### config.mk
export PLATFORM = sky130hd
export DESIGN_NAME = fetch_ctrl
export DESIGN_NICKNAME = d
export VERILOG_FILES = /design/src/rtl/cpu_pkg.sv /design/src/rtl/inst_hold_buf.sv /design/src/rtl/fetch_ctrl.sv
export SDC_FILE = /design/constraint.sdc
export NUM_CORES = 1
export LEC_CHECK = 0
export ABC_AREA = 1
export BUFFER_PORTS_ARGS = -buffer_cell sky130_fd_sc_hd__clkbuf_2
export CAP_MARGIN = 0
export CORE_UTILIZATION = 45
export CTS_CLUSTER_DIAMETER = 200
export CTS_CLUSTER_SIZE = 40
export DETAILED_ROUTE_END_ITERATION = 16
export PLACE_DENSITY_LB_ADDON = 0.2
export SLEW_MARGIN = 20
export SYNTH_ARGS = -nofsm -noshare
export SYNTH_HDL_FRONTEND = slang
export SYNTH_SLANG_ARGS = --single-unit
### constraint.sdc
create_clock -name ck -period 1.65 [get_ports ck]
set_clock_uncertainty 0.1 [all_clocks]
set_input_delay 0.165 -clock ck [delete_from_list [all_inputs] [get_ports ck]]
set_output_delay 0.165 -clock ck [all_outputs]
set_load 0.05 [all_outputs]
### src/rtl/cpu_pkg.sv
// Shared definitions for the fetch front end.
// Provides default memory geometry, the HALT opcode, the opcode field slice
// and the fetch sequencer state type. Vectors use [0:N-1], bit 0 = MSB.
package cpu_pkg;

  localparam int unsigned PC_W   = 9;   // 512-word instruction memory
  localparam int unsigned INST_W = 16;
  localparam int unsigned PERF_W = 16;

  // Opcode occupies the top nibble: inst[OPC_HI:OPC_LO] with bit 0 = MSB.
  localparam int unsigned OPC_HI = 0;
  localparam int unsigned OPC_LO = 3;

  localparam logic [0:3] OP_HALT = 4'hF;

  typedef enum logic {
    StRun,
    StHalt
  } fetch_state_t;

endpackage

### src/rtl/inst_hold_buf.sv
// One-entry instruction/pc stall buffer plus the decode-side output mux.
// Ports:
//   i_ck, i_rst      clock, asynchronous active-high reset
//   i_run            sequencer is in RUN; outputs forced idle otherwise
//   i_capture        load i_f_inst/i_f_pc into the buffer
//   i_clear          drop the buffered entry (release or redirect)
//   i_f_valid        in-flight read is valid
//   i_f_inst/i_f_pc  in-flight instruction and its address
//   o_hold_valid     buffer holds an entry
//   o_valid/o_inst/o_pc  instruction presented to decode
module inst_hold_buf #(
  parameter int unsigned PC_W   = cpu_pkg::PC_W,
  parameter int unsigned INST_W = cpu_pkg::INST_W
) (
  input  logic              i_ck,
  input  logic              i_rst,
  input  logic              i_run,
  input  logic              i_capture,
  input  logic              i_clear,
  input  logic              i_f_valid,
  input  logic [0:INST_W-1] i_f_inst,
  input  logic [0:PC_W-1]   i_f_pc,
  output logic              o_hold_valid,
  output logic              o_valid,
  output logic [0:INST_W-1] o_inst,
  output logic [0:PC_W-1]   o_pc
);

  logic              r_valid;
  logic [0:INST_W-1] r_inst;
  logic [0:PC_W-1]   r_pc;

  always_ff @(posedge i_ck or posedge i_rst) begin
    if (i_rst) begin
      r_valid <= 1'b0;
      r_inst  <= '0;
      r_pc    <= '0;
    end else if (i_clear) begin
      r_valid <= 1'b0;
    end else if (i_capture) begin
      r_valid <= 1'b1;
      r_inst  <= i_f_inst;
      r_pc    <= i_f_pc;
    end
  end

  // Held entry takes precedence over the live memory read.
  always_comb begin
    o_valid = 1'b0;
    o_inst  = '0;
    o_pc    = '0;
    if (i_run) begin
      if (r_valid) begin
        o_valid = 1'b1;
        o_inst  = r_inst;
        o_pc    = r_pc;
      end else if (i_f_valid) begin
        o_valid = 1'b1;
        o_inst  = i_f_inst;
        o_pc    = i_f_pc;
      end
    end
  end

  assign o_hold_valid = r_valid;

endmodule

### src/rtl/fetch_ctrl.sv
// Instruction-fetch sequencer: owns the PC, pairs registered memory data with
// its address, presents a valid/stall stream to decode, yields to data loads,
// redirects on taken branches and stops on HALT.
// Ports:
//   ck, rst            clock, asynchronous active-high reset
//   mem_load           memory port used by a data load this edge
//   inst               registered instruction, mem[pc] from the previous edge
//   stall              decode not ready
//   br_taken/br_target single-cycle redirect
//   pc                 fetch address (registered)
//   inst_valid/inst_out/inst_pc  instruction to decode
//   halted             HALT accepted
//   fetch_cnt/bubble_cnt  saturating counters, only with FETCH_CTRL_PERF_EN
module fetch_ctrl #(
  parameter int unsigned PC_W     = cpu_pkg::PC_W,
  parameter int unsigned INST_W   = cpu_pkg::INST_W,
  parameter int unsigned RESET_PC = 0
) (
  input  logic              ck,
  input  logic              rst,
  input  logic              mem_load,
  input  logic [0:INST_W-1] inst,
  input  logic              stall,
  input  logic              br_taken,
  input  logic [0:PC_W-1]   br_target,
  output logic [0:PC_W-1]   pc,
  output logic              inst_valid,
  output logic [0:INST_W-1] inst_out,
  output logic [0:PC_W-1]   inst_pc,
  output logic              halted
`ifdef FETCH_CTRL_PERF_EN
  ,
  output logic [15:0]       fetch_cnt,
  output logic [15:0]       bubble_cnt
`endif
);

  import cpu_pkg::*;

  fetch_state_t    r_state;
  logic [0:PC_W-1] r_pc;
  logic [0:PC_W-1] r_f_pc;
  logic            r_f_valid;

  logic w_run;
  logic w_hold_valid;
  logic w_accept;
  logic w_halt_acc;
  logic w_capture;
  logic w_hold_clr;

  assign w_run = (r_state == StRun);

  inst_hold_buf #(
    .PC_W   (PC_W),
    .INST_W (INST_W)
  ) u_hold (
    .i_ck         (ck),
    .i_rst        (rst),
    .i_run        (w_run),
    .i_capture    (w_capture),
    .i_clear      (w_hold_clr),
    .i_f_valid    (r_f_valid),
    .i_f_inst     (inst),
    .i_f_pc       (r_f_pc),
    .o_hold_valid (w_hold_valid),
    .o_valid      (inst_valid),
    .o_inst       (inst_out),
    .o_pc         (inst_pc)
  );

  assign w_accept   = inst_valid & ~stall;
  assign w_halt_acc = w_accept & (inst_out[OPC_HI:OPC_LO] == OP_HALT);
  // A redirect on the same edge wins over capture; the live read is stale then.
  assign w_capture  = w_run & ~br_taken & ~w_hold_valid & r_f_valid & stall;
  assign w_hold_clr = w_run & w_hold_valid & (br_taken | ~stall);

  always_ff @(posedge ck or posedge rst) begin
    if (rst) begin
      r_state   <= StRun;
      r_pc      <= PC_W'(RESET_PC);
      r_f_pc    <= '0;
      r_f_valid <= 1'b0;
    end else if (r_state == StRun) begin
      if (br_taken) begin
        r_pc      <= br_target;
        r_f_valid <= 1'b0;
      end else if (w_halt_acc) begin
        r_state   <= StHalt;
        r_f_valid <= 1'b0;
      end else if (inst_valid & stall) begin
        // Covers both capture and holding: the read made this edge is dropped.
        r_f_valid <= 1'b0;
      end else if (mem_load) begin
        r_f_valid <= 1'b0;
      end else begin
        r_f_valid <= 1'b1;
        r_f_pc    <= r_pc;
        r_pc      <= r_pc + 1'b1;
      end
    end
  end

  assign pc     = r_pc;
  assign halted = ~w_run;

`ifdef FETCH_CTRL_PERF_EN
  logic [15:0] r_fetch_cnt;
  logic [15:0] r_bubble_cnt;

  always_ff @(posedge ck or posedge rst) begin
    if (rst) begin
      r_fetch_cnt  <= '0;
      r_bubble_cnt <= '0;
    end else begin
      if (w_accept && (r_fetch_cnt != 16'hFFFF)) begin
        r_fetch_cnt <= r_fetch_cnt + 16'd1;
      end
      if (w_run && !inst_valid && (r_bubble_cnt != 16'hFFFF)) begin
        r_bubble_cnt <= r_bubble_cnt + 16'd1;
      end
    end
  end

  assign fetch_cnt  = r_fetch_cnt;
  assign bubble_cnt = r_bubble_cnt;
`endif

endmodule

==> flow_summary.ini <==
[worst_hold_path]
timing.hold.worst_path_depth = 2
holdCritStartpoint = inst[11]
worstHoldEndpoint = u_hold.r_inst[11]
hp-class = input pin to flip-flop

[timing]
timing_worst_slew_pin_value_ns = 0.5775
final-setup-viol-count = 52
maxSlewHeadroom_pct = 61.50
finalWorstSetupSlack_ns = -0.1579
timing_hold_violations_final = 0
drv_slew = 0
layout_min_cycle_time_ns = 1.808
fin_crit_sh_pct = 109.6
grt_setup_unrepaired = true
max_freq_ghz = 0.5531

[power]
p_leak_nw = 1.883
power_density_mw_per_mm2 = 609.8
sequential_power_share_pct = 50.0
cellInternalPower_mw = 1.737
report.power.total_mw = 2.337
p_switching_mw = 0.5996
share_clk_of_total_power_pct = 37.1
vdd_ir_drop_max_mv = 0.4838
combinationalPowerShare_pct = 12.9
swShare_pct = 25.66

[floorplan]
rows = 27
die_width_um = 78.40
die_span_in_y_um = 78.40
core_mm2 = 0.005574
initial_core_utilization_pct = 47.12
ios = 66
dieArea_mm2 = 0.006146

[global_routing]
first_global_vias = 2406
gr-max-usage-layer = met2
antenna_violations_before_repair = 0
grt_max_degree = 47
grt.met3_usage_pct = 3.837
globalRouteMet1Util_pct = 30.87
grt.overflow.total = 0
grt_first_pass_wirelength_um = 11390
use_met2_pct = 40.88
global_route.usage.total_pct = 23.72

[detailed_routing]
post-route-drc-count = 0
via_count = 2540
ant_nets = 0
viasPerCell = 5.237
routed_wl_um = 7247
iter_0_drt_violations = 208
drt_first_pass_iters = 4
wire_per_inst_um = 14.94

[clocking]
ctsLongestPathBuffers = 2
numClockSinks = 46
worstSkewPairLatency_ns = 0.30
cts_made_buffers = 5
cts_tree = yes
ctsRootBufferMaster = sky130_fd_sc_hd__clkbuf_8
cts_h_tree_depth = 2
clk_pin_slew_worst_paths_ns = 0.09

[placed_design]
gpl.final_weighted_congestion = 0.9615
port_buffers = 65
post-place-ws_ns = -0.01390
detailed_place_hpwl_um = 4442

[logic_synthesis]
netlist_instances = 328
synth-warning-count = 0
post_synth_main_area_contributors = sky130_fd_sc_hd__dfrtp_1 44%, sky130_fd_sc_hd__nand2_1 14%, sky130_fd_sc_hd__a22oi_1 6.0%
synthesis.area_mm2 = 0.002626
post-synth-top-area-fraction_pct = 43.83
synthesis.area_per_instance_um2 = 8.007
netlist.top_cell.by_area = sky130_fd_sc_hd__dfrtp_1
postSynthNetCount = 359
sequential_fraction_of_the_synthesis_area_pct = 43.83
postSynthRegisterBits = 46
synth_cell_types = 27

[worst_setup_path]
cpPeakStageDelay_ns = 0.48
worstPathRequired_ns = 1.38
r2r-end = pc[3]
end_kind = output port
critical_path.most_common_cell = sky130_fd_sc_hd__buf_12
critical-path-slowest-cell = sky130_fd_sc_hd__dfrtp_2
path_depth = 5
setup.reg_to_reg.worst_slack_ns = -0.06
cpLargestDelayFamily = flip-flops
critPathMaxFanout = 21
worstPathArrival_ns = 1.54
timing.critical_path.cells = nor2_4, buf_12, a22oi_1, nor2_2, buf_12
r2r.worst_path.cells = 11
timing.critical_path.buf_inv = 2
critical_path.reg2reg.startpoint = u_hold.o_hold_valid
start_kind = flip-flop
critPathKind = flip-flop to output port

[layout]
diode_count = 0
area.growth.synth_to_final_pct = 45.93
nets = 444
final_layout_size_suffix_gt1_share_pct = 42.86

[run]
maxCapViolCount = 0

[run_status]
run_status = finished with violations
failed_checks = setup timing
what timing repair did:
item	4_1_cts	5_1_grt
pin swaps	10	21
setup endpoints to repair	34	57
setup buffers	9	0
hold buffers	1	0
resized for setup	55	24
cloned	1	1
endpoints found under the hold margin	46	0
cell usage after synthesis, drive strengths merged:
master	n
o21ai	27
mux2	12
dfrtp	46
a211oi	1
nor2	32
nand4	9
nand3	22
xnor2	1
a21oi	1
buf	9
clkbuf	7
a22oi	21
ha	1
nand2	101
inv	38
worst register-to-register path, stage by stage, from the launching register on:
cell and delay, ns:
sky130_fd_sc_hd__dfrtp_2 0.47, sky130_fd_sc_hd__buf_6 0.13, sky130_fd_sc_hd__buf_6 0.12, sky130_fd_sc_hd__buf_6 0.10, sky130_fd_sc_hd__nand2_1 0.04, sky130_fd_sc_hd__nand2_1 0.06
sky130_fd_sc_hd__nand2_1 0.05, sky130_fd_sc_hd__nor2_2 0.12, sky130_fd_sc_hd__nand3_4 0.15, sky130_fd_sc_hd__nand3_4 0.18, sky130_fd_sc_hd__nand2_2 0.07, sky130_fd_sc_hd__nand2_1 0.06
area by class of cell:
type                       instances  area (um2)
timing repair buffer              92       920.9
sequential                        46        1156
clock inverter                     1       30.03
clock buffer                       6       82.58
multi-input combinational        230        1403
fill                             437        1742
tap                               72       90.09
inverter                          38       150.1
flip-flops by register name, indices dropped and copies added (netlist names):
name and flops:
u_hold.r_inst 16, pc 9, r_f_pc 9, u_hold.o_hold_valid 1, u_hold.r_pc 9, r_f_valid 1, halted 1
power groups by stage:
| stage | clock (mW) | combinational [mW] | sequential, mW |
|---|---|---|---|
| 4_1_cts | 0.874 | 0.281 | 1.17 |
| 3_3_place_gp | 0 | 0.249 | 1.19 |
| 5_1_grt | 0.917 | 0.330 | 1.17 |
| 2_1_floorplan | 0 | 0.137 | 1.21 |
| 6_report | 0.867 | 0.301 | 1.17 |
| 3_5_place_dp | 0 | 0.253 | 1.19 |
how the worst max path moves through the flow:
stage | to | slack [ns] | startpoint
floorplan | inst_out[6] | -0.21 | u_hold.o_hold_valid
global placement | r_f_pc[0] | 0.02 | u_hold.o_hold_valid
detailed placement | r_f_pc[6] | -0.01 | u_hold.o_hold_valid
CTS | inst_pc[8] | -0.16 | u_hold.o_hold_valid
global route | inst_pc[5] | -0.23 | u_hold.o_hold_valid
finish | inst_pc[6] | -0.16 | u_hold.o_hold_valid
cells by family after synthesis:
family | share of synthesized area, %
AO/OA/AOI/OAI | 12.77
XOR/XNOR | 0.3336
adder cells (fa/ha/maj) | 0.4763
buffers and inverters | 9.624
flip-flops | 43.83
multiplexers | 5.145
AND/OR/NAND/NOR | 27.82
metrics by stage:
step	util [%]	setup TNS, ns	instance area (um2)	hold slack, ns	std cells
after floorplan	-	-5.332	2663	0.2145	328
after global placement	60.02	0	3346	0.2285	466
after detailed placement	60.02	-0.01390	3346	0.2312	466
after CTS	67.30	-3.022	3751	0.01468	484
after global routing	68.75	-7.352	3832	0.01218	485
final	68.75	-3.316	3832	0.01737	485
cells in the final DEF, fill, tap and decap left out, drive strengths merged:
cell type and instances:
buf 46, dfrtp 46, ha 1, bufinv 1, a21oi 1, nand3 24, nor2 32, a22oi 21
o21ai 27, inv 38, mux2 12, clkbuf 51, dlygate4sd3 1, xnor2 1, nand4 9, a211oi 1
nand2 101
per-layer routing:
metal	routed length, um	up-vias	part of all wire (%)
met5	0	-	0
met4	131	0	1.8
met3	299	11	4.1
met2	3680	78	51
met1	3136	1214	43
li1	-	1237	-
Note: power is estimated with default switching activity, not from simulation.
